## config.mk

```make
export PLATFORM = sky130hd
export DESIGN_NAME = hci_parity_fault_collector
export DESIGN_NICKNAME = d
export VERILOG_FILES = /design/src/rtl/hci_parity_fault_collector.sv
export SDC_FILE = /design/constraint.sdc
export NUM_CORES = 1
export LEC_CHECK = 0
export BUFFER_PORTS_ARGS = -buffer_cell sky130_fd_sc_hd__buf_4
export CELL_PAD_IN_SITES_DETAIL_PLACEMENT = 1
export CELL_PAD_IN_SITES_GLOBAL_PLACEMENT = 2
export CORE_MARGIN = 3
export CORE_UTILIZATION = 30
export DETAILED_ROUTE_END_ITERATION = 8
export PLACE_DENSITY_LB_ADDON = 0.25
export SLEW_MARGIN = 20
export SYNTH_ARGS = -nofsm -noshare
export SYNTH_HDL_FRONTEND = slang
export SYNTH_SLANG_ARGS = --single-unit
```

## constraint.sdc

```tcl
create_clock -name clk_i -period 6.4 [get_ports clk_i]
set_clock_uncertainty 0.2 [all_clocks]
set_input_delay 1.28 -clock clk_i [delete_from_list [all_inputs] [get_ports clk_i]]
set_output_delay 1.28 -clock clk_i [all_outputs]
set_load 0.01 [all_outputs]
```

## src/rtl/hci_parity_fault_collector.sv

```systemverilog
// Collects parity fault pulses into sticky flags, a first-fault index, a saturating counter and an acknowledged alarm.
// Optional HCI_PARITY_FAULT_COLLECTOR_TIMESTAMP_EN adds a free-running cycle counter and first_ts_o.
module hci_parity_fault_collector #(
    parameter int unsigned NumSources = 4,
    parameter int unsigned CntWidth   = 8,
    parameter int unsigned Threshold  = 1,
    parameter int unsigned IdxWidth   = (NumSources > 1) ? $clog2(NumSources) : 1
) (
    input  logic                  clk_i,
    input  logic                  rst_ni,
    input  logic [NumSources-1:0] fault_i,
    input  logic [NumSources-1:0] mask_i,
    input  logic                  alarm_ack_i,
    input  logic                  clear_req_i,
    output logic                  clear_gnt_o,
    output logic [NumSources-1:0] fault_sticky_o,
    output logic                  first_valid_o,
    output logic [IdxWidth-1:0]   first_idx_o,
    output logic [CntWidth-1:0]   total_cnt_o,
    output logic                  overflow_o,
    output logic                  alarm_o,
    output logic [1:0]            dbg_state_o
`ifdef HCI_PARITY_FAULT_COLLECTOR_TIMESTAMP_EN
    ,
    output logic [31:0]           first_ts_o
`endif
);

    typedef enum logic [1:0] {
        IDLE  = 2'd0,
        ALARM = 2'd1,
        ACKED = 2'd2
    } state_e;

    // Six extra bits hold the popcount of up to 32 sources without wrapping.
    localparam int unsigned SumWidth = CntWidth + 6;
    localparam logic [SumWidth-1:0] CntMax   = {6'd0, {CntWidth{1'b1}}};
    localparam logic [CntWidth-1:0] ThreshVal = CntWidth'(Threshold);

    state_e                  state_q, state_d;
    logic [NumSources-1:0]   ef, sticky_d;
    logic [5:0]              pop;
    logic [IdxWidth-1:0]     low_idx, idx_d;
    logic                    valid_d, ovf_d, grant_d, armed_q, armed_d;
    logic [SumWidth-1:0]     sum;
    logic [CntWidth-1:0]     cnt_d;
    logic [NumSources-1:0]   base_sticky;
    logic                    base_valid, base_ovf;
    logic [IdxWidth-1:0]     base_idx;
    logic [CntWidth-1:0]     base_cnt;
    state_e                  base_state;

    assign ef = fault_i & mask_i;

    // A request is granted once per rising request; armed re-enables after a low cycle.
    always_comb begin
        grant_d = clear_req_i & armed_q & ~clear_gnt_o;
        armed_d = armed_q;
        if (!clear_req_i) begin
            armed_d = 1'b1;
        end else if (grant_d) begin
            armed_d = 1'b0;
        end
    end

    always_comb begin
        pop     = '0;
        low_idx = '0;
        for (int i = int'(NumSources) - 1; i >= 0; i--) begin
            pop = pop + 6'(ef[i]);
            if (ef[i]) low_idx = IdxWidth'(i);
        end
    end

    // The grant clears state at the same edge, with this cycle's faults applied on top.
    always_comb begin
        base_sticky = grant_d ? '0 : fault_sticky_o;
        base_valid  = grant_d ? 1'b0 : first_valid_o;
        base_idx    = grant_d ? '0 : first_idx_o;
        base_cnt    = grant_d ? '0 : total_cnt_o;
        base_ovf    = grant_d ? 1'b0 : overflow_o;
        base_state  = grant_d ? IDLE : state_q;

        sticky_d = base_sticky | ef;
        valid_d  = base_valid;
        idx_d    = base_idx;
        if (!base_valid && (ef != '0)) begin
            valid_d = 1'b1;
            idx_d   = low_idx;
        end

        sum   = SumWidth'(base_cnt) + SumWidth'(pop);
        cnt_d = sum[CntWidth-1:0];
        ovf_d = base_ovf;
        if (sum > CntMax) begin
            cnt_d = '1;
            ovf_d = 1'b1;
        end

        state_d = base_state;
        case (base_state)
            IDLE:    if (cnt_d >= ThreshVal) state_d = ALARM;
            ALARM:   if (alarm_ack_i && (ef == '0)) state_d = ACKED;
            ACKED:   if (ef != '0) state_d = ALARM;
            default: state_d = IDLE;
        endcase
    end

    always_ff @(posedge clk_i) begin
        if (!rst_ni) begin
            state_q        <= IDLE;
            clear_gnt_o    <= 1'b0;
            armed_q        <= 1'b1;
            fault_sticky_o <= '0;
            first_valid_o  <= 1'b0;
            first_idx_o    <= '0;
            total_cnt_o    <= '0;
            overflow_o     <= 1'b0;
        end else begin
            state_q        <= state_d;
            clear_gnt_o    <= grant_d;
            armed_q        <= armed_d;
            fault_sticky_o <= sticky_d;
            first_valid_o  <= valid_d;
            first_idx_o    <= idx_d;
            total_cnt_o    <= cnt_d;
            overflow_o     <= ovf_d;
        end
    end

    assign alarm_o     = (state_q == ALARM);
    assign dbg_state_o = state_q;

`ifdef HCI_PARITY_FAULT_COLLECTOR_TIMESTAMP_EN
    logic [31:0] ts_q;

    always_ff @(posedge clk_i) begin
        if (!rst_ni) begin
            ts_q       <= '0;
            first_ts_o <= '0;
        end else begin
            ts_q <= ts_q + 32'd1;
            if (!base_valid && (ef != '0)) begin
                first_ts_o <= ts_q;
            end else if (grant_d) begin
                first_ts_o <= '0;
            end
        end
    end
`endif

endmodule

```

==> metrics.md, run 1 <==
| Metric | Value |
|---|---|
| Warnings from Yosys | `0` |
| R2R setup slack | `2.97 ns` |
| Initial cell density of the core | `32.4%` |
| Core Area | `3150 um^2` |
| Synth cell count leaders | `dfxtp_1, nand2_1, a21oi_1` |
| Synth top area cells | `dfxtp_1, a21oi_1, nand2_1` |
| Final Hold Fails | `0` |
| Final #Nets | `174` |
| Critical path's most frequent cell | `fa_1` |
| Antenna Violating Nets Remaining | `0` |
| Die Area | `4140 um^2` |
| Startpoint types | `input pin` |
| First-pass GRT wire length | `5.15 mm` |
| Post-synth EDFFs | `0` |
| Final setup fails | `0` |
| Normalized max-slew margin | `49.5%` |
| Syn Inst Count | `126` |
| GR Overflow Total | `0` |
| Clock latency at the later pin of the worst-skew pair | `0.32 ns` |
| Grt peak-use layer | `met2` |
| Hold Buf Count CTS | `0` |
| Drt first pass iters | `4` |
| RR Endpoint | `dbg_state_o[0]$_SDFF_PN0_` |
| CP required | `6.48 ns` |
| GP Congestion | `0.744` |
| Yosys reg bits | `20` |
| Final setup TNS | `0 ns` |
| Final Util | `42.8%` |
| Final Slew Violations | `0` |
| CP Class | `input pin to flop` |
| Area growth syn-to-layout | `32.1%` |
| CP Launch Point | `clear_req_i` |
| Hold crit path type | `flop to flop` |
| Worst R2R Start | `clear_gnt_o$_SDFF_PN0_` |
| Share of cells above drive strength 1 | `23.4%` |
| Async set-reset flop share out of synthesis | `0%` |
| Clock Tree Root | `clkbuf_4` |
| Cell Area, Synth | `1020 um^2` |
| Die H | `64.3 um` |
| Post-synth top flop | `dfxtp_1` |
| Placed cell areas | `1300 um^2` |
| H-tree Lvls | `1` |
| Hold_ws | `0.274 ns` |
| Site Rows | `20` |
| Dpl hpwl | `2.20 mm` |
| Largest net degree at the start of global routing | `20` |
| Sequential share of the synthesized area | `39.2%` |
| Slowest CP cell | `or4_1` |
| Syn Nets | `141` |
| Yosys cell types | `37` |
| Achievable Freq | `243 MHz` |
| Post-layout min period | `4.12 ns` |
| RSZ-0062 raised after global routing | `no` |
| Crit path DAT | `4.20 ns` |
| Placed Cells incl. Taps | `198` |
| Max VDD drop | `0.0000706 V` |
| CP Capture Point | `dbg_state_o[0]$_SDFF_PN0_` |
| Power per cell area | `241 nW/um^2` |
| Iter 0 DRT Violations | `32` |
| # DRC | `0` |
| Syn avg cell area | `8.10 um^2` |
| Reg2reg path depth | `10` |
| Crit-path cells | `buf_4 > nand3b_1 > nand2_1 > fa_1 > inv_1 > fa_1 > nand4_1 > or4_1 > nor2b_4 > o211ai_2 > o311a_1` |
| GR Util met1 | `21.2%` |
| N_diodes | `0` |
| CTS Buffer Depth | `2` |
| Clock sinks | `20` |
| Vias in the first global route | `1091` |
| Final period util | `64.4%` |
| Setup ws final | `2.28 ns` |
| Initial antenna violation count | `0` |
| IO buf count | `31` |
| Cell leakage power | `0.585 nW` |
| Die X | `64.3 um` |
| Final instance area | `1350 um^2` |
| Worst-path clk slew | `0.13 ns` |
| GRT Util Overall | `15.8%` |
| CTS resizes | `0` |
| Max-cap violation count | `0` |
| Postcts setup bufs | `0` |
| Post-DR wirelength/cell | `14.2 um` |
| DR vias | `1017` |
| WL final | `2.87 mm` |
| Met3 GRT Util | `3.16%` |
| Met2 Use GR | `24.7%` |
| DR vias/cell | `5.03` |
| Total chip power | `0.325 mW` |
| Yosys top cell by area | `dfxtp_1` |
| DP Worst Slack | `1.95 ns` |
| I/O pin total | `32` |
| Status | `complete, no violations` |
| CP Max Fanout | `19` |
| Critical Path End Type | `flop` |
| Worst-Margin Slew | `0.756 ns` |
| Post-layout instance count excluding filler cells | `202` |
| Clock buffer count from CTS | `3` |
| Largest stage delay on the critical path | `0.67 ns` |
| CTS tree | `yes` |
| FILL cells | `399` |
| Post-synth top area share | `39.2%` |
## state kept, by name, indices dropped and copies added, names as in the netlist
| name | count |
|---|---|
| fault_sticky_o | 4 |
| first_valid_o | 1 |
| dbg_state_o | 2 |
| armed_q | 1 |
| total_cnt_o | 8 |
| overflow_o | 1 |
| clear_gnt_o | 1 |
| first_idx_o | 2 |
## worst min path at each step
stage	from	endpoint	slack, ns	cells after the start
floorplan	armed_q$_SDFFE_PN1P_	armed_q$_SDFFE_PN1P_	0.25	2
CTS	fault_sticky_o[0]$_SDFF_PN0_	fault_sticky_o[0]$_SDFF_PN0_	0.28	2
detailed placement	fault_sticky_o[0]$_SDFF_PN0_	fault_sticky_o[0]$_SDFF_PN0_	0.26	2
finish	fault_sticky_o[0]$_SDFF_PN0_	fault_sticky_o[0]$_SDFF_PN0_	0.27	2
global route	fault_sticky_o[2]$_SDFF_PN0_	fault_sticky_o[2]$_SDFF_PN0_	0.31	2
global placement	fault_sticky_o[3]$_SDFF_PN0_	fault_sticky_o[3]$_SDFF_PN0_	0.25	2
## cells by family (layout without fill, tap and decap cells)
logic type               count (synthesis)  after routing  share of synthesized area, %
flip-flops                              20             20                          39.2
adder cells (fa/ha/maj)                  3              3                          5.15
multiplexers                             1              1                         0.980
buffers and inverters                    9             41                          3.43
AO/OA/AOI/OAI                           32             32                          19.9
XOR/XNOR                                 5              5                          4.29
AND/OR/NAND/NOR                         56             56                          27.1
## report_power, final
| part | switching (mW) | internal, mW | leakage, nW | total (mW) |
|---|---|---|---|---|
| logic | 0.0395 | 0.0369 | 0.393 | 0.0764 |
| registers | 0.00717 | 0.133 | 0.164 | 0.140 |
| clock network | 0.0446 | 0.0634 | 0.0279 | 0.108 |
## cell type report
cell class	instances	area (um^2)	area share, %
inverters	6	22.5	1.67
clock buffers	3	22.5	1.67
well taps	44	55.1	4.08
repair buffers	31	233	17.3
clock inverters	1	30.0	2.23
multi-input cells	97	586	43.4
flip-flops and latches	20	400	29.7
## cells in the final DEF (no fill, tap or decap), types with 2 or more instances in the layout
master     n
clkbuf_4   3
inv_1      6
and3_1     2
buf_4     31
nor3_1     4
nor2_1     9
o21ai_0    4
nand2_1   20
nand3_1    7
o211ai_1   2
a21oi_1   15
xnor2_1    5
fa_1       2
dfxtp_1   20
nand4_1    2
a22oi_1    2
nor2b_1    3
## critical path, delay by kind of cell
family / cells / cell delay [ns]
compound gates: 2 / 0.23
buf+inv: 2 / 0.20
fa+ha+maj: 2 / 0.71
simple gates: 5 / 1.78
## per-layer routing
| layer | vias up | share of wire (%) |
|---|---|---|
| met5 | - | 0 |
| met4 | 0 | 1.8 |
| met3 | 5 | 4.0 |
| met2 | 20 | 46 |
| met1 | 483 | 48 |
| li1 | 509 | - |
No activity file was read; power rests on OpenSTA's default activity.
==> run 2: changes to the inputs <==
- CORE_UTILIZATION: 30 -> 27
- clock period: 6.4 -> 4.2 ns (I/O delays scaled with it)
==> run 2 against run 1 <==
Cell count is 2.0% higher; combinational power is 56% higher; design area grew 1.5%; first-iteration DRC count increased by 34%; power increased by 49%; non-clock buffer count rose by 2; highest routed layer unchanged.
==> metrics.md, run 2 (same netlist as run 1, synthesis figures left out) <==
| Metric | Value |
|---|---|
| Status | `complete, no violations (unchanged)` |
| Cell leakage power | `0.594 nW (was 0.585 nW)` |
| Clock buffer count from CTS | `3 (unchanged)` |
| Setup ws final | `0.751 ns (was 2.28 ns)` |
| DP Worst Slack | `0.476 ns (was 1.95 ns)` |
| Placed Cells incl. Taps | `202 (was 198)` |
| Post-DR wirelength/cell | `13.7 um (was 14.2 um)` |
| H-tree Lvls | `1 (unchanged)` |
| Vias in the first global route | `1048 (was 1091)` |
| CP required | `4.21 ns (was 6.48 ns)` |
| Final setup fails | `0 (unchanged)` |
| Final Util | `39.2% (was 42.8%)` |
| Power Internal | `0.344 mW (was 0.234 mW)` |
| Site Rows | `21 (was 20)` |
| GRT Util Overall | `14.0% (was 15.8%)` |
| Clk network pwr share | `31.2% (was 33.3%)` |
| Iter 0 DRT Violations | `43 (was 32)` |
| Largest regs | `total_cnt_o x8, fault_sticky_o x4 (unchanged)` |
| Post-layout min period | `3.45 ns` |
| I/O pin total | `32 (unchanged)` |
| Power per cell area | `352 nW/um^2 (was 241 nW/um^2)` |
| CP Max Fanout | `7 (was 19)` |
| Die X | `67.5 um (was 64.3 um)` |
| Antenna Violating Nets Remaining | `0 (unchanged)` |
| Startpoint types | `input pin (unchanged)` |
| Clock Tree Root | `clkbuf_8 (was clkbuf_4)` |
| Final setup TNS | `0 ns (unchanged)` |
| Max-cap violation count | `0 (unchanged)` |
| Postcts setup bufs | `0 (unchanged)` |
| Drt first pass iters | `4 (unchanged)` |
| Most common cell after layout, fill and taps aside | `buf_4 (unchanged)` |
| N_diodes | `0 (unchanged)` |
| NetSw | `0.138 mW (was 0.0912 mW)` |
| CTS resizes | `0 (unchanged)` |
| FILL cells | `439 (was 399)` |
| # DRC | `0 (unchanged)` |
| Crit path DAT | `3.46 ns (was 4.20 ns)` |
| Initial antenna violation count | `0 (unchanged)` |
| CP Class | `input pin to flop (unchanged)` |
| Worst-path clk slew | `0.08 ns (was 0.13 ns)` |
| CTS Buffer Depth | `2 (unchanged)` |
| Final Slew Violations | `0 (unchanged)` |
| Normalized max-slew margin | `66.3% (was 49.5%)` |
| Largest net degree at the start of global routing | `16 (was 20)` |
| Hold crit path type | `flop to flop (unchanged)` |
| GP Congestion | `0.734 (was 0.744)` |
| DR vias | `1019 (was 1017)` |
| Die Area | `4560 um^2 (was 4140 um^2)` |
| Clock latency at the later pin of the worst-skew pair | `0.26 ns (was 0.32 ns)` |
| First-pass GRT wire length | `4.82 mm (was 5.15 mm)` |
| Multi-input logic area | `586 um^2 (unchanged)` |
| DR vias/cell | `4.95 (was 5.03)` |
| Worst-Margin Slew | `0.505 ns (was 0.756 ns)` |
| Final period util | `82.1%` |
| WL final | `2.82 mm (was 2.87 mm)` |
| Critical Path End Type | `flop (unchanged)` |
| Post-layout instance count excluding filler cells | `206 (was 202)` |
| Core Area | `3490 um^2 (was 3150 um^2)` |
| Commonest cells after routing, fill and taps aside | `buf_4, nand2_1, dfxtp_1 (unchanged)` |
| Final Hold Fails | `0 (unchanged)` |
| CTS tree | `yes (unchanged)` |
| Switching part of the total | `28.6% (was 28.1%)` |
| Area growth syn-to-layout | `34.1% (was 32.1%)` |
| Die H | `67.5 um (was 64.3 um)` |
| Max VDD drop | `0.000158 V (was 0.0000706 V)` |
| FF/Latch Area | `400 um^2 (unchanged)` |
| Top reg by flops | `total_cnt_o (unchanged)` |
| Share of cells above drive strength 1 | `24.4% (was 23.4%)` |
| Clock sinks | `20 (unchanged)` |
| Share of power burned in registers | `44.2% (was 43.2%)` |
| Logic pwr share | `24.6% (was 23.5%)` |
| Initial cell density of the core | `29.2% (was 32.4%)` |
| Final #Nets | `176 (was 174)` |
| Achievable Freq | `290 MHz` |
| IO buf count | `31 (unchanged)` |
| Max reg flops | `8 (unchanged)` |
| Dpl hpwl | `2.26 mm (was 2.20 mm)` |
| RSZ-0062 raised after global routing | `no (unchanged)` |
| Hold Buf Count CTS | `0 (unchanged)` |
| GR Overflow Total | `0 (unchanged)` |
==> run 2: changes by cell type in the layout (fill, tap and decap cells not counted), sizes merged <==
cell,change
bufinv,-1
buf,+2
clkbuf,+1
==> run 2: path summary, 6_finish.rpt <==
kind,from,endpoint,slack [ns],cells past startpoint
setup / recovery,fault_i[3],dbg_state_o[0]$_SDFF_PN0_,0.75,12
hold / removal,fault_sticky_o[0]$_SDFF_PN0_,fault_sticky_o[0]$_SDFF_PN0_,0.26,2
setup reg to reg,clear_gnt_o$_SDFF_PN0_,dbg_state_o[0]$_SDFF_PN0_,1.26,9
hold reg to reg,fault_sticky_o[0]$_SDFF_PN0_,fault_sticky_o[0]$_SDFF_PN0_,0.26,2
==> run 2: power groups by stage <==
stage	registers (mW)	logic [mW]	clock network, mW
2_1_floorplan	0.222	0.0647	0
3_3_place_gp	0.217	0.118	0
3_5_place_dp	0.218	0.120	0
4_1_cts	0.213	0.121	0.156
5_1_grt	0.216	0.133	0.164
6_report	0.213	0.119	0.150
==> run 2: per-stage QoR <==
stage / hold slack [ns] / total power [mW] / instance area, um^2
4_1_cts: 0.264 / 0.490 / 1370
3_3_place_gp: 0.245 / 0.335 / 1310
3_5_place_dp: 0.252 / 0.338 / 1310
6_report: 0.260 / 0.482 / 1370
2_1_floorplan: 0.254 / 0.286 / 1020
5_1_grt: 0.286 / 0.513 / 1370
==> run 2: cell type report <==
type	count	share of cell area [%]
well taps	46	4.20
clock buffers	4	4.02
inverters	6	1.65
multi-input cells	97	42.8
flip-flops and latches	20	29.3
repair buffers	33	18.1
==> run 2: critical path: stages <==
cell and delay [ns]:
buf_4 0.11, nand2_1 0.17, xnor2_1 0.16, xnor2_1 0.12, fa_1 0.44, inv_1 0.08
fa_1 0.28, nand4_1 0.17, or4_1 0.66, nor2b_4 0.20, o211ai_2 0.06, o311a_1 0.17
==> run 2: layer usage <==
metal | vias up | track usage (%) | share of wire, % | wire length [um]
li1 | 513 | - | - | -
met1 | 481 | 18.0 | 47 | 1340
met2 | 20 | 23.1 | 47 | 1340
met3 | 5 | 2.83 | 4.0 | 112
met4 | 0 | 4.56 | 1.1 | 31
met5 | - | 0 | 0 | 0
==> run 3: changes to the inputs <==
- clock period: 4.2 -> 3.3 ns (I/O delays scaled with it)
==> run 3 against run 2 <==
Clock-buffer cell count unchanged; critical path type unchanged; global-route usage increased by 0.80 points; non-clock buffer count rose by 5.
==> metrics.md, run 3 (same netlist as run 1, synthesis figures left out) <==
| Metric | Value |
|---|---|
| Status | `complete, no violations (unchanged)` |
| H-tree Lvls | `1 (unchanged)` |
| Cell leakage power | `0.617 nW (was 0.594 nW)` |
| GR Overflow Total | `0 (unchanged)` |
| Max-cap violation count | `0 (unchanged)` |
| Largest net degree at the start of global routing | `16 (unchanged)` |
| Power Internal | `0.441 mW (was 0.344 mW)` |
| Placed Cells incl. Taps | `207 (was 202)` |
| Drt first pass iters | `4 (unchanged)` |
| CTS Buffer Depth | `2 (unchanged)` |
| Die X | `67.5 um (unchanged)` |
| Dpl hpwl | `2.36 mm (was 2.26 mm)` |
| RSZ-0062 raised after global routing | `no (unchanged)` |
| Slowest CP cell | `fa_1 (was or4_1)` |
| Final setup TNS | `0 ns (unchanged)` |
| Core Area | `3490 um^2 (unchanged)` |
| Largest stage delay on the critical path | `0.39 ns (was 0.66 ns)` |
| CP Class | `input pin to flop (unchanged)` |
| Crit path DAT | `2.93 ns (was 3.46 ns)` |
| Largest regs | `total_cnt_o x8, fault_sticky_o x4 (unchanged)` |
| Crit-path cells | `buf_4 > nand2_1 > xnor2_1 > xnor2_1 > fa_1 > inv_1 > fa_1 > buf_4 > nand3_1 > mux2i_1 > a211o_1 > o21ai_0 > o311a_1 (was buf_4 > nand2_1 > xnor2_1 > xnor2_1 > fa_1 > inv_1 > fa_1 > nand4_1 > or4_1 > nor2b_4 > o211ai_2 > o311a_1)` |
| GRT Util Overall | `14.8% (was 14.0%)` |
| Vias in the first global route | `1056 (was 1048)` |
| Power per cell area | `439 nW/um^2 (was 352 nW/um^2)` |
| I/O pin total | `32 (unchanged)` |
| # DRC | `0 (unchanged)` |
| First-pass GRT wire length | `5.03 mm (was 4.82 mm)` |
| CTS resizes | `0 (unchanged)` |
| Hold Buf Count CTS | `0 (unchanged)` |
| Share of cells above drive strength 1 | `26.7% (was 24.4%)` |
| Max VDD drop | `0.000185 V (was 0.000158 V)` |
| Worst-path clk slew | `0.08 ns (about the same)` |
| CTS tree | `yes (unchanged)` |
| Most common cell after layout, fill and taps aside | `buf_4 (unchanged)` |
| Final setup fails | `0 (unchanged)` |
| Grt peak-use layer | `met2 (unchanged)` |
| Normalized max-slew margin | `65.7% (was 66.3%)` |
| Hold crit path type | `flop to flop (unchanged)` |
| CP Max Fanout | `5 (was 7)` |
| Initial antenna violation count | `0 (unchanged)` |
| Final period util | `90.1%` |
| Iter 0 DRT Violations | `17 (was 43)` |
| Clock sinks | `20 (unchanged)` |
| Site Rows | `21 (unchanged)` |
| GP Congestion | `0.756 (was 0.734)` |
| Achievable Freq | `336 MHz` |
| Final instance area | `1410 um^2 (was 1370 um^2)` |
| Met3 GRT Util | `2.83% (unchanged)` |
| Top reg by flops | `total_cnt_o (unchanged)` |
| Met2 Use GR | `23.7% (was 23.1%)` |
| Post-DR wirelength/cell | `14.0 um (was 13.7 um)` |
| Final Hold Fails | `0 (unchanged)` |
| Switching part of the total | `28.6% (about the same)` |
| CP required | `3.26 ns (was 4.21 ns)` |
| N_diodes | `0 (unchanged)` |
| Final Slew Violations | `0 (unchanged)` |
| Initial cell density of the core | `29.2% (unchanged)` |
| Startpoint types | `input pin (unchanged)` |
| Die H | `67.5 um (unchanged)` |
| Max reg flops | `8 (unchanged)` |
| GR Util met1 | `19.0% (was 18.0%)` |
| Clock latency at the later pin of the worst-skew pair | `0.26 ns (about the same)` |
| DR vias/cell | `5.02 (was 4.95)` |
| NetSw | `0.177 mW (was 0.138 mW)` |
| Placed cell areas | `1350 um^2 (was 1310 um^2)` |
| Die Area | `4560 um^2 (unchanged)` |
| Post-layout instance count excluding filler cells | `211 (was 206)` |
| Final #Nets | `181 (was 176)` |
| Logic pwr share | `25.0% (was 24.6%)` |
| Area growth syn-to-layout | `37.7% (was 34.1%)` |
| Critical Path End Type | `flop (unchanged)` |
| DR vias | `1060 (was 1019)` |
| Share of power burned in registers | `44.0% (was 44.2%)` |
| Clk network pwr share | `30.9% (was 31.2%)` |
| Postcts setup bufs | `0 (unchanged)` |
| IO buf count | `31 (unchanged)` |
| Commonest cells after routing, fill and taps aside | `buf_4, nand2_1, dfxtp_1 (unchanged)` |
| Antenna Violating Nets Remaining | `0 (unchanged)` |
| FILL cells | `441 (was 439)` |
| Clock Tree Root | `clkbuf_8 (unchanged)` |
| Worst-Margin Slew | `0.514 ns (was 0.505 ns)` |
| WL final | `2.96 mm (was 2.82 mm)` |
| Post-layout min period | `2.97 ns` |
| Clock buffer count from CTS | `3 (unchanged)` |
run 3: cell count changes in the layout (fill, tap and decap cells not counted):
cell / previous run / this run
buf_4: 33 / 38
run 3: cell type report:
type	instances	area [um^2]	share of cell area, %
clock buffer	4	55.1	3.91
timing repair buffer	38	285	20.3
tap	46	57.6	4.09
sequential	20	400	28.5
inverter	6	22.5	1.60
multi-input combinational	97	586	41.6
run 3: routing by layer:
metal / routed length [um] / up-vias
li1: - / 528
met1: 1370 / 499
met2: 1410 / 29
met3: 135 / 4
met4: 44 / 0
met5: 0 / -
run 3: path summary, 6_finish.rpt:
| check | from | to | slack [ns] | cells past startpoint |
|---|---|---|---|---|
| setup / recovery | fault_i[1] | dbg_state_o[0]$_SDFF_PN0_ | 0.33 | 13 |
| hold / removal | fault_sticky_o[0]$_SDFF_PN0_ | fault_sticky_o[0]$_SDFF_PN0_ | 0.26 | 2 |
| setup reg to reg | clear_gnt_o$_SDFF_PN0_ | dbg_state_o[0]$_SDFF_PN0_ | 0.54 | 10 |
| hold reg to reg | fault_sticky_o[0]$_SDFF_PN0_ | fault_sticky_o[0]$_SDFF_PN0_ | 0.26 | 2 |
run 3: power by group through the flow:
stage,clock network [mW],registers [mW],logic (mW)
after CTS,0.197,0.273,0.157
after global placement,0,0.277,0.154
after floorplan,0,0.282,0.0825
after detailed placement,0,0.278,0.156
after global routing,0.215,0.276,0.173
final,0.191,0.272,0.155
run 3: per-stage QoR:
stage                     power (mW)  setup slack [ns]  hold slack (ns)  utilization, %
after floorplan                0.365            0.0266            0.254               -
after global placement         0.430            0.0751            0.246            38.7
after detailed placement       0.435            0.0245            0.258            38.7
after CTS                      0.627             0.296            0.269            40.2
after global routing           0.663             0.135            0.292            40.2
final                          0.618             0.328            0.259            40.2
run 3: worst max-delay path: cells and delay by family:
kind / cells / cell delay [ns]
AO/OA/AOI/OAI: 3 / 0.50
XOR/XNOR: 2 / 0.37
adder cells (fa/ha/maj): 2 / 0.63
buffers and inverters: 3 / 0.32
multiplexers: 1 / 0.21
AND/OR/NAND/NOR: 2 / 0.23
